File: src/rtl/exu_wb_pkg.sv
// Shared definitions for the execution-unit writeback arbiter:
// datapath widths, round-robin source indices and the result payload.
package exu_wb_pkg;

  localparam int REG_ADDR_WIDTH  = 5;
  localparam int REG_DATA_WIDTH  = 32;
  localparam int COMMIT_ID_WIDTH = 4;

  // Round-robin source order: MUL, DIV, LSU, then wrap.
  localparam int WB_SRC_MUL = 0;
  localparam int WB_SRC_DIV = 1;
  localparam int WB_SRC_LSU = 2;
  localparam int WB_RR_NUM  = 3;

  typedef struct packed {
    logic [REG_ADDR_WIDTH-1:0]  waddr;
    logic [REG_DATA_WIDTH-1:0]  wdata;
    logic [COMMIT_ID_WIDTH-1:0] commit_id;
  } wb_payload_t;

  // Next round-robin index after k; the unused encoding 3 folds to 0.
  function automatic logic [1:0] rr_next(input logic [1:0] k);
    rr_next = (k >= 2'd2) ? 2'd0 : k + 2'd1;
  endfunction

endpackage

File: src/rtl/exu_wb_if.sv
// Result bus between the execution units and the writeback arbiter.
// Handshake: a multi-cycle source raises *_we_i with a payload and keeps
// both stable until it sees its *_ready_o high in the same cycle; that
// cycle is the transfer. The ALU has no ready and is always accepted.
interface exu_wb_if;
  import exu_wb_pkg::*;

  logic                       alu_we_i;
  logic [REG_ADDR_WIDTH-1:0]  alu_waddr_i;
  logic [REG_DATA_WIDTH-1:0]  alu_wdata_i;
  logic [COMMIT_ID_WIDTH-1:0] alu_commit_id_i;

  logic                       mul_we_i;
  logic [REG_ADDR_WIDTH-1:0]  mul_waddr_i;
  logic [REG_DATA_WIDTH-1:0]  mul_wdata_i;
  logic [COMMIT_ID_WIDTH-1:0] mul_commit_id_i;
  logic                       mul_ready_o;

  logic                       div_we_i;
  logic [REG_ADDR_WIDTH-1:0]  div_waddr_i;
  logic [REG_DATA_WIDTH-1:0]  div_wdata_i;
  logic [COMMIT_ID_WIDTH-1:0] div_commit_id_i;
  logic                       div_ready_o;

  logic                       lsu_we_i;
  logic [REG_ADDR_WIDTH-1:0]  lsu_waddr_i;
  logic [REG_DATA_WIDTH-1:0]  lsu_wdata_i;
  logic [COMMIT_ID_WIDTH-1:0] lsu_commit_id_i;
  logic                       lsu_ready_o;

  logic                       reg_we_o;
  logic [REG_ADDR_WIDTH-1:0]  reg_waddr_o;
  logic [REG_DATA_WIDTH-1:0]  reg_wdata_o;
  logic                       commit_valid_o;
  logic [COMMIT_ID_WIDTH-1:0] commit_id_o;

  // Source side (execution units / testbench)
  modport master (
    output alu_we_i, alu_waddr_i, alu_wdata_i, alu_commit_id_i,
    output mul_we_i, mul_waddr_i, mul_wdata_i, mul_commit_id_i,
    output div_we_i, div_waddr_i, div_wdata_i, div_commit_id_i,
    output lsu_we_i, lsu_waddr_i, lsu_wdata_i, lsu_commit_id_i,
    input  mul_ready_o, div_ready_o, lsu_ready_o,
    input  reg_we_o, reg_waddr_o, reg_wdata_o, commit_valid_o, commit_id_o
  );

  // Arbiter side
  modport slave (
    input  alu_we_i, alu_waddr_i, alu_wdata_i, alu_commit_id_i,
    input  mul_we_i, mul_waddr_i, mul_wdata_i, mul_commit_id_i,
    input  div_we_i, div_waddr_i, div_wdata_i, div_commit_id_i,
    input  lsu_we_i, lsu_waddr_i, lsu_wdata_i, lsu_commit_id_i,
    output mul_ready_o, div_ready_o, lsu_ready_o,
    output reg_we_o, reg_waddr_o, reg_wdata_o, commit_valid_o, commit_id_o
  );

endinterface

File: src/rtl/exu_wb_arb_rr3.sv
// Three-requester round-robin arbiter. Grant is combinational from the
// request vector and the pointer; the pointer moves past the winner.
module wb_rr_arb3
  import exu_wb_pkg::*;
(
  input  logic       clk,
  input  logic       rst_n,
  input  logic [2:0] i_req,
  input  logic       i_en,
  output logic [2:0] o_gnt,
  output logic [1:0] o_ptr
);

  logic [1:0] r_ptr;
  logic [1:0] w_idx0;
  logic [1:0] w_idx1;
  logic [1:0] w_idx2;
  logic [1:0] w_nxt;
  logic [2:0] w_gnt;

  // Scan order starts at the pointer; encoding 3 is treated as 0.
  always_comb begin
    w_idx0 = (r_ptr == 2'd3) ? 2'd0 : r_ptr;
    w_idx1 = rr_next(w_idx0);
    w_idx2 = rr_next(w_idx1);
  end

  // Pick the first requester in scan order; only when enabled.
  always_comb begin
    w_gnt = 3'b000;
    w_nxt = w_idx0;
    if (i_req[w_idx0]) begin
      w_gnt[w_idx0] = i_en;
      w_nxt         = w_idx1;
    end else if (i_req[w_idx1]) begin
      w_gnt[w_idx1] = i_en;
      w_nxt         = w_idx2;
    end else if (i_req[w_idx2]) begin
      w_gnt[w_idx2] = i_en;
      w_nxt         = w_idx0;
    end
  end

  // Pointer advances only on an actual grant.
  always_ff @(posedge clk or negedge rst_n) begin
    if (!rst_n) begin
      r_ptr <= 2'd0;
    end else if (|w_gnt) begin
      r_ptr <= w_nxt;
    end
  end

  assign o_gnt = w_gnt;
  assign o_ptr = r_ptr;

endmodule

File: src/rtl/exu_wb_arb.sv
// Writeback arbiter: ALU has absolute priority, MUL/DIV/LSU share the
// remaining slots round-robin. The winner's payload is registered onto
// the register-file write port and the commit report. Writes to x0 are
// suppressed but still reported as commits.
module exu_wb_arb
  import exu_wb_pkg::*;
(
  input  logic       clk,
  input  logic       rst_n,
  exu_wb_if.slave    wb,
  output logic [1:0] dbg_rr_ptr_o
);

  logic [2:0]                 w_req;
  logic [2:0]                 w_gnt;
  logic                       w_en;
  logic                       w_any;
  wb_payload_t                w_pl;

  logic                       r_we;
  logic                       r_cv;
  logic [REG_ADDR_WIDTH-1:0]  r_waddr;
  logic [REG_DATA_WIDTH-1:0]  r_wdata;
  logic [COMMIT_ID_WIDTH-1:0] r_cid;

  assign w_req[WB_SRC_MUL] = wb.mul_we_i;
  assign w_req[WB_SRC_DIV] = wb.div_we_i;
  assign w_req[WB_SRC_LSU] = wb.lsu_we_i;

  // Reset forces all readies low regardless of requests.
  assign w_en = rst_n & ~wb.alu_we_i;

  wb_rr_arb3 u_rr (
    .clk   (clk),
    .rst_n (rst_n),
    .i_req (w_req),
    .i_en  (w_en),
    .o_gnt (w_gnt),
    .o_ptr (dbg_rr_ptr_o)
  );

  assign wb.mul_ready_o = w_gnt[WB_SRC_MUL];
  assign wb.div_ready_o = w_gnt[WB_SRC_DIV];
  assign wb.lsu_ready_o = w_gnt[WB_SRC_LSU];

  assign w_any = wb.alu_we_i | (|w_gnt);

  // Select the granted payload; ALU overrides the round-robin grant.
  always_comb begin
    w_pl = '0;
    if (wb.alu_we_i) begin
      w_pl.waddr     = wb.alu_waddr_i;
      w_pl.wdata     = wb.alu_wdata_i;
      w_pl.commit_id = wb.alu_commit_id_i;
    end else if (w_gnt[WB_SRC_MUL]) begin
      w_pl.waddr     = wb.mul_waddr_i;
      w_pl.wdata     = wb.mul_wdata_i;
      w_pl.commit_id = wb.mul_commit_id_i;
    end else if (w_gnt[WB_SRC_DIV]) begin
      w_pl.waddr     = wb.div_waddr_i;
      w_pl.wdata     = wb.div_wdata_i;
      w_pl.commit_id = wb.div_commit_id_i;
    end else if (w_gnt[WB_SRC_LSU]) begin
      w_pl.waddr     = wb.lsu_waddr_i;
      w_pl.wdata     = wb.lsu_wdata_i;
      w_pl.commit_id = wb.lsu_commit_id_i;
    end
  end

  // Strobes pulse for one cycle per grant.
  always_ff @(posedge clk or negedge rst_n) begin
    if (!rst_n) begin
      r_we <= 1'b0;
      r_cv <= 1'b0;
    end else begin
      r_we <= w_any && (w_pl.waddr != '0);
      r_cv <= w_any;
    end
  end

  // Payload registers load on grant and hold otherwise.
  always_ff @(posedge clk or negedge rst_n) begin
    if (!rst_n) begin
      r_waddr <= '0;
      r_wdata <= '0;
      r_cid   <= '0;
    end else if (w_any) begin
      r_waddr <= w_pl.waddr;
      r_wdata <= w_pl.wdata;
      r_cid   <= w_pl.commit_id;
    end
  end

  assign wb.reg_we_o       = r_we;
  assign wb.reg_waddr_o    = r_waddr;
  assign wb.reg_wdata_o    = r_wdata;
  assign wb.commit_valid_o = r_cv;
  assign wb.commit_id_o    = r_cid;

endmodule

File: src/flat_wrapper.sv
// flat-port wrapper written by rule: the top's interface ports become plain ports
module exu_wb_arb_flat import exu_wb_pkg::*;
  (clk, rst_n, dbg_rr_ptr_o, wb_alu_we_i, wb_alu_waddr_i, wb_alu_wdata_i, wb_alu_commit_id_i, wb_mul_we_i, wb_mul_waddr_i, wb_mul_wdata_i, wb_mul_commit_id_i, wb_div_we_i, wb_div_waddr_i, wb_div_wdata_i, wb_div_commit_id_i, wb_lsu_we_i, wb_lsu_waddr_i, wb_lsu_wdata_i, wb_lsu_commit_id_i, wb_mul_ready_o, wb_div_ready_o, wb_lsu_ready_o, wb_reg_we_o, wb_reg_waddr_o, wb_reg_wdata_o, wb_commit_valid_o, wb_commit_id_o);
  exu_wb_if wb_i ();
  input  logic clk;
  input  logic rst_n;
  output logic [1:0] dbg_rr_ptr_o;
  input wire logic [$bits(wb_i.alu_we_i)-1:0] wb_alu_we_i;
  input wire logic [$bits(wb_i.alu_waddr_i)-1:0] wb_alu_waddr_i;
  input wire logic [$bits(wb_i.alu_wdata_i)-1:0] wb_alu_wdata_i;
  input wire logic [$bits(wb_i.alu_commit_id_i)-1:0] wb_alu_commit_id_i;
  input wire logic [$bits(wb_i.mul_we_i)-1:0] wb_mul_we_i;
  input wire logic [$bits(wb_i.mul_waddr_i)-1:0] wb_mul_waddr_i;
  input wire logic [$bits(wb_i.mul_wdata_i)-1:0] wb_mul_wdata_i;
  input wire logic [$bits(wb_i.mul_commit_id_i)-1:0] wb_mul_commit_id_i;
  input wire logic [$bits(wb_i.div_we_i)-1:0] wb_div_we_i;
  input wire logic [$bits(wb_i.div_waddr_i)-1:0] wb_div_waddr_i;
  input wire logic [$bits(wb_i.div_wdata_i)-1:0] wb_div_wdata_i;
  input wire logic [$bits(wb_i.div_commit_id_i)-1:0] wb_div_commit_id_i;
  input wire logic [$bits(wb_i.lsu_we_i)-1:0] wb_lsu_we_i;
  input wire logic [$bits(wb_i.lsu_waddr_i)-1:0] wb_lsu_waddr_i;
  input wire logic [$bits(wb_i.lsu_wdata_i)-1:0] wb_lsu_wdata_i;
  input wire logic [$bits(wb_i.lsu_commit_id_i)-1:0] wb_lsu_commit_id_i;
  output wire logic [$bits(wb_i.mul_ready_o)-1:0] wb_mul_ready_o;
  output wire logic [$bits(wb_i.div_ready_o)-1:0] wb_div_ready_o;
  output wire logic [$bits(wb_i.lsu_ready_o)-1:0] wb_lsu_ready_o;
  output wire logic [$bits(wb_i.reg_we_o)-1:0] wb_reg_we_o;
  output wire logic [$bits(wb_i.reg_waddr_o)-1:0] wb_reg_waddr_o;
  output wire logic [$bits(wb_i.reg_wdata_o)-1:0] wb_reg_wdata_o;
  output wire logic [$bits(wb_i.commit_valid_o)-1:0] wb_commit_valid_o;
  output wire logic [$bits(wb_i.commit_id_o)-1:0] wb_commit_id_o;
  assign wb_i.alu_we_i = wb_alu_we_i;
  assign wb_i.alu_waddr_i = wb_alu_waddr_i;
  assign wb_i.alu_wdata_i = wb_alu_wdata_i;
  assign wb_i.alu_commit_id_i = wb_alu_commit_id_i;
  assign wb_i.mul_we_i = wb_mul_we_i;
  assign wb_i.mul_waddr_i = wb_mul_waddr_i;
  assign wb_i.mul_wdata_i = wb_mul_wdata_i;
  assign wb_i.mul_commit_id_i = wb_mul_commit_id_i;
  assign wb_i.div_we_i = wb_div_we_i;
  assign wb_i.div_waddr_i = wb_div_waddr_i;
  assign wb_i.div_wdata_i = wb_div_wdata_i;
  assign wb_i.div_commit_id_i = wb_div_commit_id_i;
  assign wb_i.lsu_we_i = wb_lsu_we_i;
  assign wb_i.lsu_waddr_i = wb_lsu_waddr_i;
  assign wb_i.lsu_wdata_i = wb_lsu_wdata_i;
  assign wb_i.lsu_commit_id_i = wb_lsu_commit_id_i;
  assign wb_mul_ready_o = wb_i.mul_ready_o;
  assign wb_div_ready_o = wb_i.div_ready_o;
  assign wb_lsu_ready_o = wb_i.lsu_ready_o;
  assign wb_reg_we_o = wb_i.reg_we_o;
  assign wb_reg_waddr_o = wb_i.reg_waddr_o;
  assign wb_reg_wdata_o = wb_i.reg_wdata_o;
  assign wb_commit_valid_o = wb_i.commit_valid_o;
  assign wb_commit_id_o = wb_i.commit_id_o;
  exu_wb_arb u_core (.clk(clk), .rst_n(rst_n), .wb(wb_i), .dbg_rr_ptr_o(dbg_rr_ptr_o));
endmodule
File: config.mk
export PLATFORM = sky130hd
export DESIGN_NAME = exu_wb_arb_flat
export DESIGN_NICKNAME = d
export VERILOG_FILES = /design/src/rtl/exu_wb_pkg.sv /design/src/rtl/exu_wb_if.sv /design/src/rtl/exu_wb_arb_rr3.sv /design/src/rtl/exu_wb_arb.sv /design/src/flat_wrapper.sv
export SDC_FILE = /design/constraint.sdc
export NUM_CORES = 1
export LEC_CHECK = 0
export BUFFER_PORTS_ARGS = -buffer_cell sky130_fd_sc_hd__buf_2
export CAP_MARGIN = 10
export CORE_MARGIN = 2
export CORE_UTILIZATION = 25
export DETAILED_ROUTE_END_ITERATION = 10
export GPL_ROUTABILITY_DRIVEN = 0
export PLACE_DENSITY = 0.63
export SLEW_MARGIN = 20
export SYNTH_ARGS = -nofsm -noshare
export SYNTH_HDL_FRONTEND = slang
export SYNTH_SLANG_ARGS = --single-unit
File: constraint.sdc
create_clock -name clk -period 6.9 [get_ports clk]
set_input_delay 1.38 -clock clk [delete_from_list [all_inputs] [get_ports clk]]
set_output_delay 1.38 -clock clk [all_outputs]
set_load 0.02 [all_outputs]
==> results by group <==
Floorplanning
  – I/O pins: 218
  – Core area: 10900 µm²
  – Die ar.: 12200 µm²
  – Initial Util: roughly 26%
  – Row count: 38
  – Die Wd: roughly 110 µm
  – Die Height: 110 µm

Final layout
  – Layout fillers: 1126
  – Multi-input logic area: 1510 µm²
  – Design area: ~4200 µm²
  – Area Overhead vs Synth: 47.6%
  – Final #Nets: roughly 700
  – FF/Latch Area: between 1000 and 1500 µm²
  – Layout cell share with drive strength beyond 1: 49.4%

Logic synthesis
  – Yosys warnings: 0
  – Avg Inst Size Synth: around 8.9 µm²
  – Yosys reg bits: 45
  – Synth Cell Area: 2820 µm²
  – Post-synth ARST share: 100%
  – Main synth FF type: dfrtp_1
  – Post-Syn Instances: 316
  – Number of flops mapped to enable cells by yosys: 0
  – Synth top area cells: dfrtp_1 (40%), o22ai_1 (11%), nor3_1 (11%), o22ai_2 (4.4%), a221o_1 (2.8%)
  – Syn Nets: 490
  – Cell variety after synth: 46
  – Seq/Total Area, Yosys: between 30% and 40%
  – Share of Yosys cell area claimed by the top area cell type: 39.9%
  – Yosys top cell by area: dfrtp_1

STA
  – Final setup viols: 0
  – Slew headroom: 31.6%
  – Final hold slack: 0.507 ns
  – Slew @ Worst Pin: 1.02 ns
  – Tmin final: 4.53 ns
  – FMAX: 221 MHz
  – Final hold viol count: 0
  – RSZ-0062 raised after global routing: false
  – Fin crit share: about two thirds
  – Setup Skew: roughly 0.0048 ns
  – Total negative slack: 0 ns
  – Slew Limit Fails: 0

Clock tree
  – CTS sink cnt: 45
  – Clock tree buffer depth: 2
  – Setup repair bufs after CTS: 0
  – Htree depth: 2
  – TritonCTS clock tree: built
  – Clk Latency, worst-skew pair: 0.28 ns
  – TritonCTS Buffers: 5
  – Post-CTS Resized: 0
  – CTS Root Cell: clkbuf_16
  – Clock-pin slew on the worst setup and hold paths: 0.06 ns
  – CTS Hold Bufs: 0

Critical path
  – Data required, critical path: about 5.5 ns
  – Startpoint Class: input port
  – Worst Setup End Kind: output port
  – R2r worst-path depth: 10
  – Data arrival, critical path: roughly 3.2 ns
  – Critical-path maximum fanout: 34
  – CP Class: in2out

Route
  – Via count: around 3400
  – Initial drt markers: 166
  – Antenna Violating Nets Remaining: 0
  – Router iterations before antenna repair: 4
  – Final WL: about 11000 µm
  – Via-to-Cell Ratio: 5.10
  – WL/cell: between 15 and 20 µm
  – DRC viols: 0

Global routing
  – Largest net degree at the start of global routing: 57
  – Vias in the first global route: 3338
  – Global Route Usage Sum: 17.7%
  – Total grt overflow: 0
  – Initial antenna violation count: 1
  – Global-route wire length before repair: 16600 µm

Worst hold path
  – Worst hold stages: 1
  – Worst hold path class: reg2reg

Placed design
  – PortBufs: roughly 220
  – Hpwl dp: 8390 µm
  – Cell area after placement: 4010 µm²

Power
  – Tot Pwr: 0.00171 W
  – Leak: 1.98 nW
  – Peak supply drop: 0.000179 V
  – PwrDens: 411 nW/µm²

Flow run
  – Max cap viols: 0

Status
  – Status: finished clean
==> path summary, 6_finish.rpt <==
path	start	to	slack [ns]
max	wb_alu_we_i	wb_mul_ready_o	2.37
min	u_core.wb.reg_wdata_o[17]$_DFFE_PN0P_	u_core.wb.reg_wdata_o[17]$_DFFE_PN0P_	0.51
max reg2reg	u_core.u_rr.o_ptr[0]$_DFFE_PN0P_	u_core.wb.commit_id_o[0]$_DFFE_PN0P_	3.15
min reg2reg	u_core.wb.reg_wdata_o[17]$_DFFE_PN0P_	u_core.wb.reg_wdata_o[17]$_DFFE_PN0P_	0.51
max in group asynchronous	rst_n	u_core.wb.reg_wdata_o[8]$_DFFE_PN0P_	5.20
min in group asynchronous	rst_n	u_core.u_rr.o_ptr[0]$_DFFE_PN0P_	1.28
==> registers in the layout, summed over array words and instances (netlist names) <==
name                      flops
u_core.wb.commit_valid_o      1
u_core.wb.commit_id_o         4
u_core.wb.reg_waddr_o         5
u_core.wb.reg_wdata_o        32
u_core.u_rr.o_ptr             2
u_core.wb.reg_we_o            1
==> per-layer routing <==
| metal | share of wire [%] | vias up | routed length [µm] | global-route usage [%] |
|---|---|---|---|---|
| li1 | - | 1634 | - | - |
| met1 | 40 | 1583 | 4330 | 21.3 |
| met2 | 52 | 141 | 5650 | 31.5 |
| met3 | 6.4 | 12 | 697 | 3.35 |
| met4 | 2.1 | 0 | 224 | 5.89 |
| met5 | 0 | - | 0 | 0 |
==> metrics by stage <==
stage | utilization (%) | instances | setup slack (ns)
after floorplan | - | 316 | 2.81
after global placement | 36.6 | 652 | 2.27
after detailed placement | 36.6 | 652 | 2.03
after CTS | 38.1 | 660 | 2.32
after global routing | 38.1 | 661 | 1.95
final | 38.1 | 661 | 2.37
==> layout make-up <==
cell class | instances | area share [%]
Clock buffer | 7 | 3.66
Tap cell | 140 | 4.21
Sequential cell | 45 | 27.0
Timing Repair Buffer | 223 | 27.2
Multi-Input combinational cell | 227 | 36.2
Antenna cell | 1 | 0.0601
Inverter | 17 | 1.53
Clock inverter | 1 | 0.120
==> placed cells by master, fill, tap and decap left out, types with 2 or more instances in the layout <==
cell type  synthesis  routed
ha_1               4       4
inv_2              3       3
o22ai_2           10      10
nand3_1            8       8
nor2_1            11      11
o22ai_1           50      50
clkbuf_16          0       5
nand2_1            8       8
nand2b_1           3       3
a32oi_1            8       7
a221o_1            8       8
buf_4              6       6
nor2b_1            3       3
a21oi_1           10      10
a31o_1             2       2
inv_1             13      13
o221ai_1           2       2
mux2i_1            2       2
a22oi_1            5       5
dfrtp_1           45      45
nor3_1            60      60
o31ai_1            2       2
o21ai_1            7       7
nor2_2             2       2
or2_2              3       3
buf_2              9     217
nor4bb_1           2       2
clkbuf_8           0       2
==> critical path, stage by stage <==
cell and delay, ns:
buf_2 0.09, clkinv_1 0.78, nand2_1 0.35, nor3_1 0.11
a32oi_4 0.18, inv_1 0.08, buf_2 0.16
==> power breakdown <==
group,internal (W),switching [W]
combinational,0.000364,0.000624
clock,0.000153,0.0000994
sequential,0.000397,0.0000757
total,0.000914,0.000799
==> cells in the mapped netlist (4+ instances only) <==
master,n
nor3_1,60
o22ai_1,50
dfrtp_1,45
inv_1,13
clkbuf_1,11
nor2_1,11
a21oi_1,10
o22ai_2,10
buf_2,9
a221o_1,8
a32oi_1,8
nand2_1,8
nand3_1,8
o21ai_1,7
buf_4,6
a22oi_1,5
ha_1,4
==> kinds of logic (layout without fill, tap and decap cells) <==
| group | after synthesis | after routing | synth area share, % |
|---|---|---|---|
| multiplexers | 3 | 3 | 1.11 |
| AND/OR/NAND/NOR | 107 | 107 | 19.8 |
| buffers and inverters | 44 | 248 | 7.31 |
| flip-flops | 45 | 45 | 39.9 |
| adder cells (fa/ha/maj) | 4 | 4 | 1.77 |
| AO/OA/AOI/OAI | 113 | 113 | 30.1 |
| other | 0 | 1 | 0 |
(Power assumes the default switching activity.)
